$ cat src/rtl/irig_pkg.sv
// rtl/irig_pkg.sv - shared states, symbol decode, field positions and field struct for the IRIG-B decoder
package irig_pkg;

  typedef enum logic [1:0] {UNLOCKED, PRELOCK, ACQUIRE, LOCKED} irig_state_t;

  typedef enum logic [2:0] {SYM_NONE, SYM_D0, SYM_D1, SYM_MARK, SYM_GARBAGE} irig_sym_t;

  // LSB positions of each BCD digit; the LSB is the earliest bit in the frame
  localparam int SEC_U_LSB  = 1;
  localparam int SEC_T_LSB  = 6;
  localparam int MIN_U_LSB  = 10;
  localparam int MIN_T_LSB  = 15;
  localparam int HOUR_U_LSB = 20;
  localparam int HOUR_T_LSB = 25;
  localparam int DAY_U_LSB  = 30;
  localparam int DAY_T_LSB  = 35;
  localparam int DAY_H_LSB  = 40;
  localparam int YEAR_U_LSB = 50;
  localparam int YEAR_T_LSB = 55;
  localparam int SBS_LO_LSB = 80;
  localparam int SBS_LO_W   = 9;
  localparam int SBS_HI_LSB = 90;
  localparam int SBS_HI_W   = 8;
  localparam int SBS_W      = SBS_LO_W + SBS_HI_W;

  typedef struct packed {
    logic [3:0]       sec_u;
    logic [2:0]       sec_t;
    logic [3:0]       min_u;
    logic [2:0]       min_t;
    logic [3:0]       hour_u;
    logic [1:0]       hour_t;
    logic [3:0]       day_u;
    logic [3:0]       day_t;
    logic [1:0]       day_h;
    logic [3:0]       year_u;
    logic [3:0]       year_t;
    logic [SBS_W-1:0] sbs;
  } irig_fields_t;

  // Simultaneous strobes cannot be trusted, so they collapse to garbage
  function automatic irig_sym_t decode_sym(input logic d0, input logic d1,
                                           input logic mark, input logic garbage);
    case ({d0, d1, mark, garbage})
      4'b0000: return SYM_NONE;
      4'b1000: return SYM_D0;
      4'b0100: return SYM_D1;
      4'b0010: return SYM_MARK;
      default: return SYM_GARBAGE;
    endcase
  endfunction

endpackage

$ cat src/rtl/irig_frame_fields.sv
// rtl/irig_frame_fields.sv - combinational BCD/sbs extraction from the frame buffer; sbs only with IRIG_SBS_EN
module irig_frame_fields import irig_pkg::*; #(
  parameter int FRAME_POS = 100
) (
  input  logic [FRAME_POS-1:0] frame_buf,
  output irig_fields_t         fields
);

  always_comb begin
    fields        = '0;
    fields.sec_u  = frame_buf[SEC_U_LSB +: 4];
    fields.sec_t  = frame_buf[SEC_T_LSB +: 3];
    fields.min_u  = frame_buf[MIN_U_LSB +: 4];
    fields.min_t  = frame_buf[MIN_T_LSB +: 3];
    fields.hour_u = frame_buf[HOUR_U_LSB +: 4];
    fields.hour_t = frame_buf[HOUR_T_LSB +: 2];
    fields.day_u  = frame_buf[DAY_U_LSB +: 4];
    fields.day_t  = frame_buf[DAY_T_LSB +: 4];
    fields.day_h  = frame_buf[DAY_H_LSB +: 2];
    fields.year_u = frame_buf[YEAR_U_LSB +: 4];
    fields.year_t = frame_buf[YEAR_T_LSB +: 4];
`ifdef IRIG_SBS_EN
    fields.sbs    = {frame_buf[SBS_HI_LSB +: SBS_HI_W], frame_buf[SBS_LO_LSB +: SBS_LO_W]};
`else
    fields.sbs    = '0;
`endif
  end

  // Marker and control positions carry no field data
  logic unused_bits;
  assign unused_bits = ^frame_buf;

endmodule

$ cat src/rtl/irig_frame_decoder.sv
// rtl/irig_frame_decoder.sv - IRIG-B frame decoder with lock tracking and PPS; IRIG_SBS_EN enables sbs
module irig_frame_decoder #(
  parameter int FRAME_POS   = 100,
  parameter int MARK_PERIOD = 10,
  parameter int LOCK_FRAMES = 2,
  parameter int ERR_W       = 8
) (
  input  logic             clk,
  input  logic             rst_n,
  input  logic             irig_d0,
  input  logic             irig_d1,
  input  logic             irig_mark,
  input  logic             irig_garbage,
  output logic             pps,
  output logic             locked,
  output logic             frame_valid,
  output logic [3:0]       sec_u,
  output logic [2:0]       sec_t,
  output logic [3:0]       min_u,
  output logic [2:0]       min_t,
  output logic [3:0]       hour_u,
  output logic [1:0]       hour_t,
  output logic [3:0]       day_u,
  output logic [3:0]       day_t,
  output logic [1:0]       day_h,
  output logic [3:0]       year_u,
  output logic [3:0]       year_t,
  output logic [16:0]      sbs,
  output logic [ERR_W-1:0] err_cnt
);
  import irig_pkg::*;

  localparam int                POS_W    = $clog2(FRAME_POS);
  localparam logic [POS_W-1:0]  LAST_POS = POS_W'(FRAME_POS - 1);
  localparam logic [3:0]        LOCK_N   = 4'(LOCK_FRAMES);

  function automatic logic [FRAME_POS-1:0] marker_mask();
    logic [FRAME_POS-1:0] m;
    m    = '0;
    m[0] = 1'b1;
    for (int p = MARK_PERIOD - 1; p < FRAME_POS; p += MARK_PERIOD) m[p] = 1'b1;
    return m;
  endfunction

  function automatic logic [FRAME_POS-1:0] sbs_mask();
    logic [FRAME_POS-1:0] m;
    m = '0;
    for (int p = SBS_LO_LSB; p < SBS_LO_LSB + SBS_LO_W + 1 + SBS_HI_W; p++) m[p] = 1'b1;
    return m;
  endfunction

  localparam logic [FRAME_POS-1:0] MARK_MASK = marker_mask();
`ifdef IRIG_SBS_EN
  localparam logic [FRAME_POS-1:0] STORE_MASK = '1;
`else
  localparam logic [FRAME_POS-1:0] STORE_MASK = ~sbs_mask();
`endif

  irig_state_t          state, state_n;
  irig_sym_t            sym;
  logic [POS_W-1:0]     pos, pos_n, cur;
  logic [3:0]           good_cnt, good_n, good_inc;
  logic [ERR_W-1:0]     err_n;
  logic                 wr_en, frame_end, pps_n, is_mark_pos;
  logic [FRAME_POS-1:0] frame_buf;
  irig_fields_t         fields_c, fields_q;

  assign sym         = decode_sym(irig_d0, irig_d1, irig_mark, irig_garbage);
  // pos holds the position of the last accepted symbol; cur is where this one lands
  assign cur         = (pos == LAST_POS) ? '0 : pos + 1'b1;
  assign is_mark_pos = MARK_MASK[cur];
  assign good_inc    = (good_cnt == 4'hF) ? good_cnt : good_cnt + 1'b1;

  always_comb begin
    state_n   = state;
    pos_n     = pos;
    good_n    = good_cnt;
    err_n     = err_cnt;
    wr_en     = 1'b0;
    frame_end = 1'b0;
    pps_n     = 1'b0;
    if (sym != SYM_NONE) begin
      case (state)
        UNLOCKED: if (sym == SYM_MARK) state_n = PRELOCK;
        PRELOCK: begin
          if (sym == SYM_MARK) begin
            state_n = ACQUIRE;
            pos_n   = '0;
            good_n  = '0;
          end else begin
            state_n = UNLOCKED;
          end
        end
        default: begin
          if (sym == SYM_GARBAGE || ((sym == SYM_MARK) != is_mark_pos)) begin
            state_n = UNLOCKED;
            pos_n   = '0;
            good_n  = '0;
            if (err_cnt != '1) err_n = err_cnt + 1'b1;
          end else begin
            pos_n = cur;
            wr_en = 1'b1;
            if (sym == SYM_MARK && cur == '0) pps_n = (state == LOCKED);
            if (sym == SYM_MARK && cur == LAST_POS) begin
              frame_end = 1'b1;
              good_n    = good_inc;
              if (good_inc >= LOCK_N) state_n = LOCKED;
            end
          end
        end
      endcase
    end
  end

  irig_frame_fields #(.FRAME_POS(FRAME_POS)) u_fields (
    .frame_buf (frame_buf),
    .fields    (fields_c)
  );

  always_ff @(posedge clk or negedge rst_n) begin
    if (!rst_n) begin
      state       <= UNLOCKED;
      pos         <= '0;
      good_cnt    <= '0;
      err_cnt     <= '0;
      pps         <= 1'b0;
      frame_valid <= 1'b0;
      frame_buf   <= '0;
      fields_q    <= '0;
    end else begin
      state       <= state_n;
      pos         <= pos_n;
      good_cnt    <= good_n;
      err_cnt     <= err_n;
      pps         <= pps_n;
      frame_valid <= frame_end;
      if (wr_en && STORE_MASK[cur]) frame_buf[cur] <= (sym == SYM_D1);
      if (frame_end) fields_q <= fields_c;
    end
  end

  assign locked = (state == LOCKED);
  assign sec_u  = fields_q.sec_u;
  assign sec_t  = fields_q.sec_t;
  assign min_u  = fields_q.min_u;
  assign min_t  = fields_q.min_t;
  assign hour_u = fields_q.hour_u;
  assign hour_t = fields_q.hour_t;
  assign day_u  = fields_q.day_u;
  assign day_t  = fields_q.day_t;
  assign day_h  = fields_q.day_h;
  assign year_u = fields_q.year_u;
  assign year_t = fields_q.year_t;
  assign sbs    = fields_q.sbs;

endmodule

$ cat config.mk
export PLATFORM = sky130hd
export DESIGN_NAME = irig_frame_decoder
export DESIGN_NICKNAME = d
export VERILOG_FILES = /design/src/rtl/irig_pkg.sv /design/src/rtl/irig_frame_fields.sv /design/src/rtl/irig_frame_decoder.sv
export SDC_FILE = /design/constraint.sdc
export NUM_CORES = 1
export LEC_CHECK = 0
export BUFFER_PORTS_ARGS = -buffer_cell sky130_fd_sc_hd__buf_2
export CORE_ASPECT_RATIO = 1.2
export CORE_MARGIN = 2
export CORE_UTILIZATION = 50
export DETAILED_ROUTE_END_ITERATION = 6
export HOLD_SLACK_MARGIN = 0.02
export PLACE_DENSITY = 0.81
export REMOVE_ABC_BUFFERS = 1
export SKIP_LAST_GASP = 1
export SYNTH_ARGS = -nofsm -noshare
export SYNTH_HDL_FRONTEND = slang
export SYNTH_SLANG_ARGS = --single-unit
export TNS_END_PERCENT = 100
$ cat constraint.sdc
create_clock -name clk -period 3.62 [get_ports clk]
set_input_delay 0.362 -clock clk [delete_from_list [all_inputs] [get_ports clk]]
set_output_delay 0.362 -clock clk [all_outputs]
set_load 0.01 [all_outputs]
# After elaboration in Yosys (flattened, before gate mapping)
# Memories as Yosys holds them, arrays and structs flattened.
# Cells that the tools add are included.
[op_classes]
mux = 32
n_eq_ne = 15
n_lt_le_gt_ge = 3
reduce_logical = 17
bitwise = 2
addsub = 3
[op_table]
columns = ["cell", "n"]
rows = [
  ["$bwmux 100", 1],
  ["$mux 7", 3],
  ["$mux 4", 4],
  ["$eq 7x7->1 const B", 2],
  ["$mux 1", 14],
  ["$pmux 7 s2", 1],
  ["$pmux 3 s4", 1],
  ["$reduce_and 4->1", 3],
  ["$mux 2", 5],
  ["$add 8x1->8 const B", 1],
  ["$eq 4x4->1 const B", 2],
  ["$lt 7x8->1 const B", 1],
  ["$ne 8x8->1 const B", 1],
  ["$pmux 4 s2", 1],
  ["$reduce_bool 4->1", 2],
  ["$add 7x1->7 const B", 1],
  ["$demux 1 s7", 1],
  ["$ge 7x1->1 const B", 1],
  ["$logic_not 7->1", 1],
  ["$eq 3x2->1 const B", 2],
  ["$reduce_bool 3->1", 2],
  ["$add 4x1->4 const B", 1],
  ["$eq 4x2->1 const B", 1],
  ["$eq 4x3->1 const B", 1],
  ["other kinds (14)", 19],
]
[word_totals]
reg_bits = 161
mem_count = 2
mem_bits_ro = 256
word_cells = 92
[memory_table]
columns = ["memory", "words", "word_bits", "rd", "rd_ports_with_merged_regs", "wr", "line_no", "rtl"]
rows = [
  ["(name not given)", 128, 1, 1, 0, 0, "irig_frame_decoder.sv:137", "if (wr_en && STORE_MASK[cur]) frame_buf[cur] <= (sym == SYM_D1);"],
  ["(name not given)", 128, 1, 1, 0, 0, "irig_frame_decoder.sv:71", "assign is_mark_pos = MARK_MASK[cur];"],
]

# Logic depth before layout (Yosys ltp)
[logic_depth]
word_depth = 10
mapped_depth = 14
mapped_depth_nobuf = 10

# Cells and area by module
# Synthesis repeated with hierarchy kept, for this count alone.
[unflattened]
hier_cells = 830
hier_area_um2 = 8411.8
[by_module_without_submodules]
columns = ["mod", "cells_per_inst", "area_each_um2", "seq_area_each_um2", "n_inst"]
rows = [
  ["irig_frame_decoder", 774, 7995.2, 4454.3, 1],
  ["irig_frame_fields", 56, 416.6, 0.0, 1],
]

# Worst setup path after synthesis
# Ideal clock, no wire load.
[synth_path]
path_kind = "register to register"
from = "register pos[1]"
to = "register fields_q (netlist bit day_t[0])"
slack_ns = 0.367
t_arrival_ns = 3.127
setup_time_ns = 0.125
stages_incl_launch_ff = 14
required_time_ns = 3.495
cell_sequence = "dfrtp_1 > ha_1 > buf_4 > nand4_1 > mux2i_1 > o221ai_2 > or2_0 > a21oi_1 > o31a_4 > o21ai_4 > or3_1 > buf_6 > buf_6 > mux2_4"
[synth_between]
elab_chain_len = 9
word_cells_on_any_way = 13
[synth_rtl]
columns = ["element", "line_no", "rtl"]
rows = [
  ["start: declaration", "irig_frame_decoder.sv:61", "logic [POS_W-1:0] pos, pos_n, cur;"],
  ["start signal: assignment", "irig_frame_decoder.sv:132", "pos <= pos_n;"],
  ["$add 7x1->7 / $eq 7x7->1 (equally long branches)", "irig_frame_decoder.sv:70", "assign cur = (pos == LAST_POS) ? '0 : pos + 1'b1;"],
  ["$mux 7 (*)", "irig_frame_decoder.sv:70", ""],
  ["$mem_v2 128x1", "--", ""],
  ["$mux 1 (implied by the code)", "irig_frame_decoder.sv:71", ""],
  ["$ne 1x1->1", "irig_frame_decoder.sv:95", "if (sym == SYM_GARBAGE || ((sym == SYM_MARK) != is_mark_pos)) begin"],
  ["$logic_or 1x1->1", "irig_frame_decoder.sv:95", ""],
  ["$mux 1 (*)", "irig_frame_decoder.sv:95", ""],
  ["$mux 1 (*)", "irig_frame_decoder.sv:83", "case (state)"],
  ["$mux 1 (*)", "irig_frame_decoder.sv:82", "if (sym != SYM_NONE) begin"],
  ["end signal: assignment", "irig_frame_decoder.sv:138", "if (frame_end) fields_q <= fields_c;"],
  ["end: declaration", "irig_frame_decoder.sv:66", "irig_fields_t fields_c, fields_q;"],
]
# Every way passes the cells marked *; elsewhere a longest branch is shown, timed or not. The select of a mux whose other input is x is not followed.
# A chain may end at the register's enable or synchronous reset.

# Worst setup path in the final report
[layout_path]
from = "register pos[0]"
to = "register fields_q (netlist bit sec_u[0])"
# The elaborated chain is that of the path after synthesis.

==> results.txt <==
largest net degree at the start of global routing = 43
number of global-route vias before repair = 3660
Hold Crit Class = reg2reg
total power = 2608 uW
Critical Path Sink Type = flop
wire length on met1 = 5015 um
Top delay family on crit path = simple AND/OR/NAND/NOR gates
hpwl dp = 8333 um
Worst-Margin Slew = 542.5 ps
Power Density = 435.2 nW/um2
Tcrit/Tclk final = 96.07%
Ys Warns = 0
number of max-cap violations = 0
crit path max-delay cell type = or3_2
Final Hold Viols = 0
Max Freq = 0.2875 GHz
register bit total from synthesis = 99
mux share of post-synthesis cell area = 18.59%
met2 routed WL = 5842 um
Syn Inst Count = 445
total die area = 11180 um2
register clock-pin slew on the reported worst setup and hold paths = 70 ps
fin. max-slew vios = 0
TritonCTS buffer count = 9
Placement Setup Slack = 62.48 ps
Post-synth EDFFs = 0
post-synthesis sequential area ratio = 47.87%
status = finished clean
CP Cell Sequence = buf_4, inv_1, ha_1, o21ai_0, a21o_1, a221oi_2, a211oi_2, nor4_4, o21ai_4, or3_2, buf_12, mux2_4
crit path DAT = 3710 ps
first-pass GRT wire length = 18660 um
drt initial violations = 145
H-tree depth = 3
die height = 115.4 um
Synth Area in XOR/XNOR = 2.877%
Initial Utilization = 51.44%
antenna viol nets, final = 0
row count = 40
Design Area, Final = 5993 um2
RD Place Congestion = 0.9150
Main synth FF type = dfrtp_1
CP Max Fanout = 18
I/O Buffers = 54
antenna cells = 0
core box area = 10060 um2
Post-Synth Simple-Gate Area = 15.59%
Max-slew headroom = 63.84%
Clock Skews = 9.199 ps
peak supply drop = 277.4 uV
fin nets = 528
synthesized area = 5175 um2
Clock Path Buffers = 2
grt total ovfl = 0
Worst Setup Slack, final = 142.3 ps
Sink Count = 99
largest family of logic cells by synthesized area = multiplexers
highest metal used = met4
Crit Path Category = reg2reg
Skew-Pair Late Insertion Delay = 350 ps
Via-to-Cell Ratio = 5.759
Die W = 96.87 um
Synth Area in Compound Gates = 8.100%
async set-reset flop share out of synthesis = 100.0%
Vias = 3726
critical path's largest stage delay = 540 ps
io pins = 72
Pleak = 0.002958 uW
layout cell share with drive strength beyond 1 = 37.62%
DRC viols = 0
Worst Path Buf+Inv = 3
CP required = 3850 ps
Avg Inst Size Synth = 11.63 um2
Layout area overhead = 15.81%
fin crit period = 3478 ps
gr usage total = 20.98%
Total Routed Length = 11640 um
CTS root buf = clkbuf_16
DP Area = 5645 um2
CTS tree = built
CP Launch Type = flop
post-synthesis cell type count = 67
average wire per standard cell = 17.99 um
Layout fillers = 805
# setup viols final = 0
First-pass DRT Iterations = 4
antenna violations before repair = 0
routed wl met3 = 471 um
Synth Area in Adders = 1.451%
## repair_timing
action | CTS | global route
resized for setup | 0 | 4
setup endpoints to repair | 0 | 56
setup buffers | 0 | 1
hold buffers | 1 | 0
hold endpoints to repair | 29 | 0
## through the flow
stage                     instances  hold WS, ps  util [%]  setup TNS (ps)
after floorplan                 422        66.41         -          -26290
after global placement          629        371.3     56.12               0
after detailed placement        629        387.2     56.12               0
after CTS                       646        493.9     59.37               0
after global routing            647        524.2     59.58          -9.152
final                           647        498.2     59.58               0
## per-layer routing
layer  vias to the layer above  GRT usage [%]
li1                       1742              -
met1                      1852          26.14
met2                       110          35.93
met3                        22          3.679
met4                         0          9.953
met5                         -              0
## power breakdown
group / switching (uW) / total, uW / internal, uW
Combinational: 269 / 419 / 150
Clock: 418 / 1020 / 607
Sequential: 33.7 / 1160 / 1130
Total: 721 / 2610 / 1890
## cells in the mapped netlist, drive strengths merged (4+ instances only)
cell    count  area share, %
a21oi       7           0.75
a22o        5           0.85
and3        4           0.48
buf        31            4.4
clkbuf      8           0.58
dfrtp      99             48
ha          6            1.5
inv         7           0.51
mux2       77             18
nand2      32            2.3
nand2b      5           0.60
nand3      13            1.4
nand4       8           0.97
nor2       17            1.2
nor3       28            2.7
nor4       15            2.1
nor4b       6            1.0
o21ai      11            1.4
o22ai       4           0.48
or2         4           0.48
xnor2       7            1.3
xor2        7            1.5
## cell usage in the layout, fill, tap and decap left out, drive strengths merged, types with 8 or more instances in the layout
cell type / Yosys / routed
inv: 7 / 8
nand3: 13 / 13
o21ai: 11 / 11
nand4: 8 / 8
dfrtp: 99 / 99
clkbuf: 8 / 10
nor4: 15 / 15
nand2: 32 / 32
buf: 31 / 82
nor2: 17 / 17
nor3: 28 / 28
mux2: 77 / 77
conb: 1 / 17
## cell families after synthesis
| kind of cell | Yosys count |
|---|---|
| flops | 99 |
| fa+ha+maj | 6 |
| mux | 79 |
| other cells | 1 |
| simple gates | 147 |
| xor+xnor | 14 |
| buf+inv | 46 |
| compound gates | 53 |
## state kept, by name (all words and copies together), names as in the netlist, 3 cells and up
| name | count |
|---|---|
| err_cnt | 8 |
| frame_buf | 38 |
| good_cnt | 4 |
| year_u | 4 |
| sec_u | 4 |
| min_t | 3 |
| year_t | 4 |
| hour_u | 4 |
| day_t | 4 |
| sec_t | 3 |
| min_u | 4 |
| day_u | 4 |
| pos | 7 |
## worst paths after layout
path | startpoint | endpoint | slack [ps] | cells after the start
max in group asynchronous | rst_n | frame_buf[1] | 2220 | 3
setup reg to reg | pos[0] | sec_u[0] | 140 | 12
setup / recovery | pos[0] | sec_u[0] | 140 | 12
min in group asynchronous | rst_n | err_cnt[5] | 530 | 2
hold / removal | err_cnt[6] | err_cnt[6] | 500 | 1
hold reg to reg | err_cnt[6] | err_cnt[6] | 500 | 1
## area by class of cell
cell class | count | area [um2] | share of cell area, %
clock buffers | 10 | 229.0 | 3.820
multi-input cells | 316 | 2497 | 41.67
inverters | 7 | 26.28 | 0.4384
well taps | 126 | 157.7 | 2.630
flip-flops and latches | 99 | 2477 | 41.34
repair buffers | 83 | 518.0 | 8.643
clock inverters | 6 | 87.58 | 1.461
No activity file was read; power rests on OpenSTA's default activity.
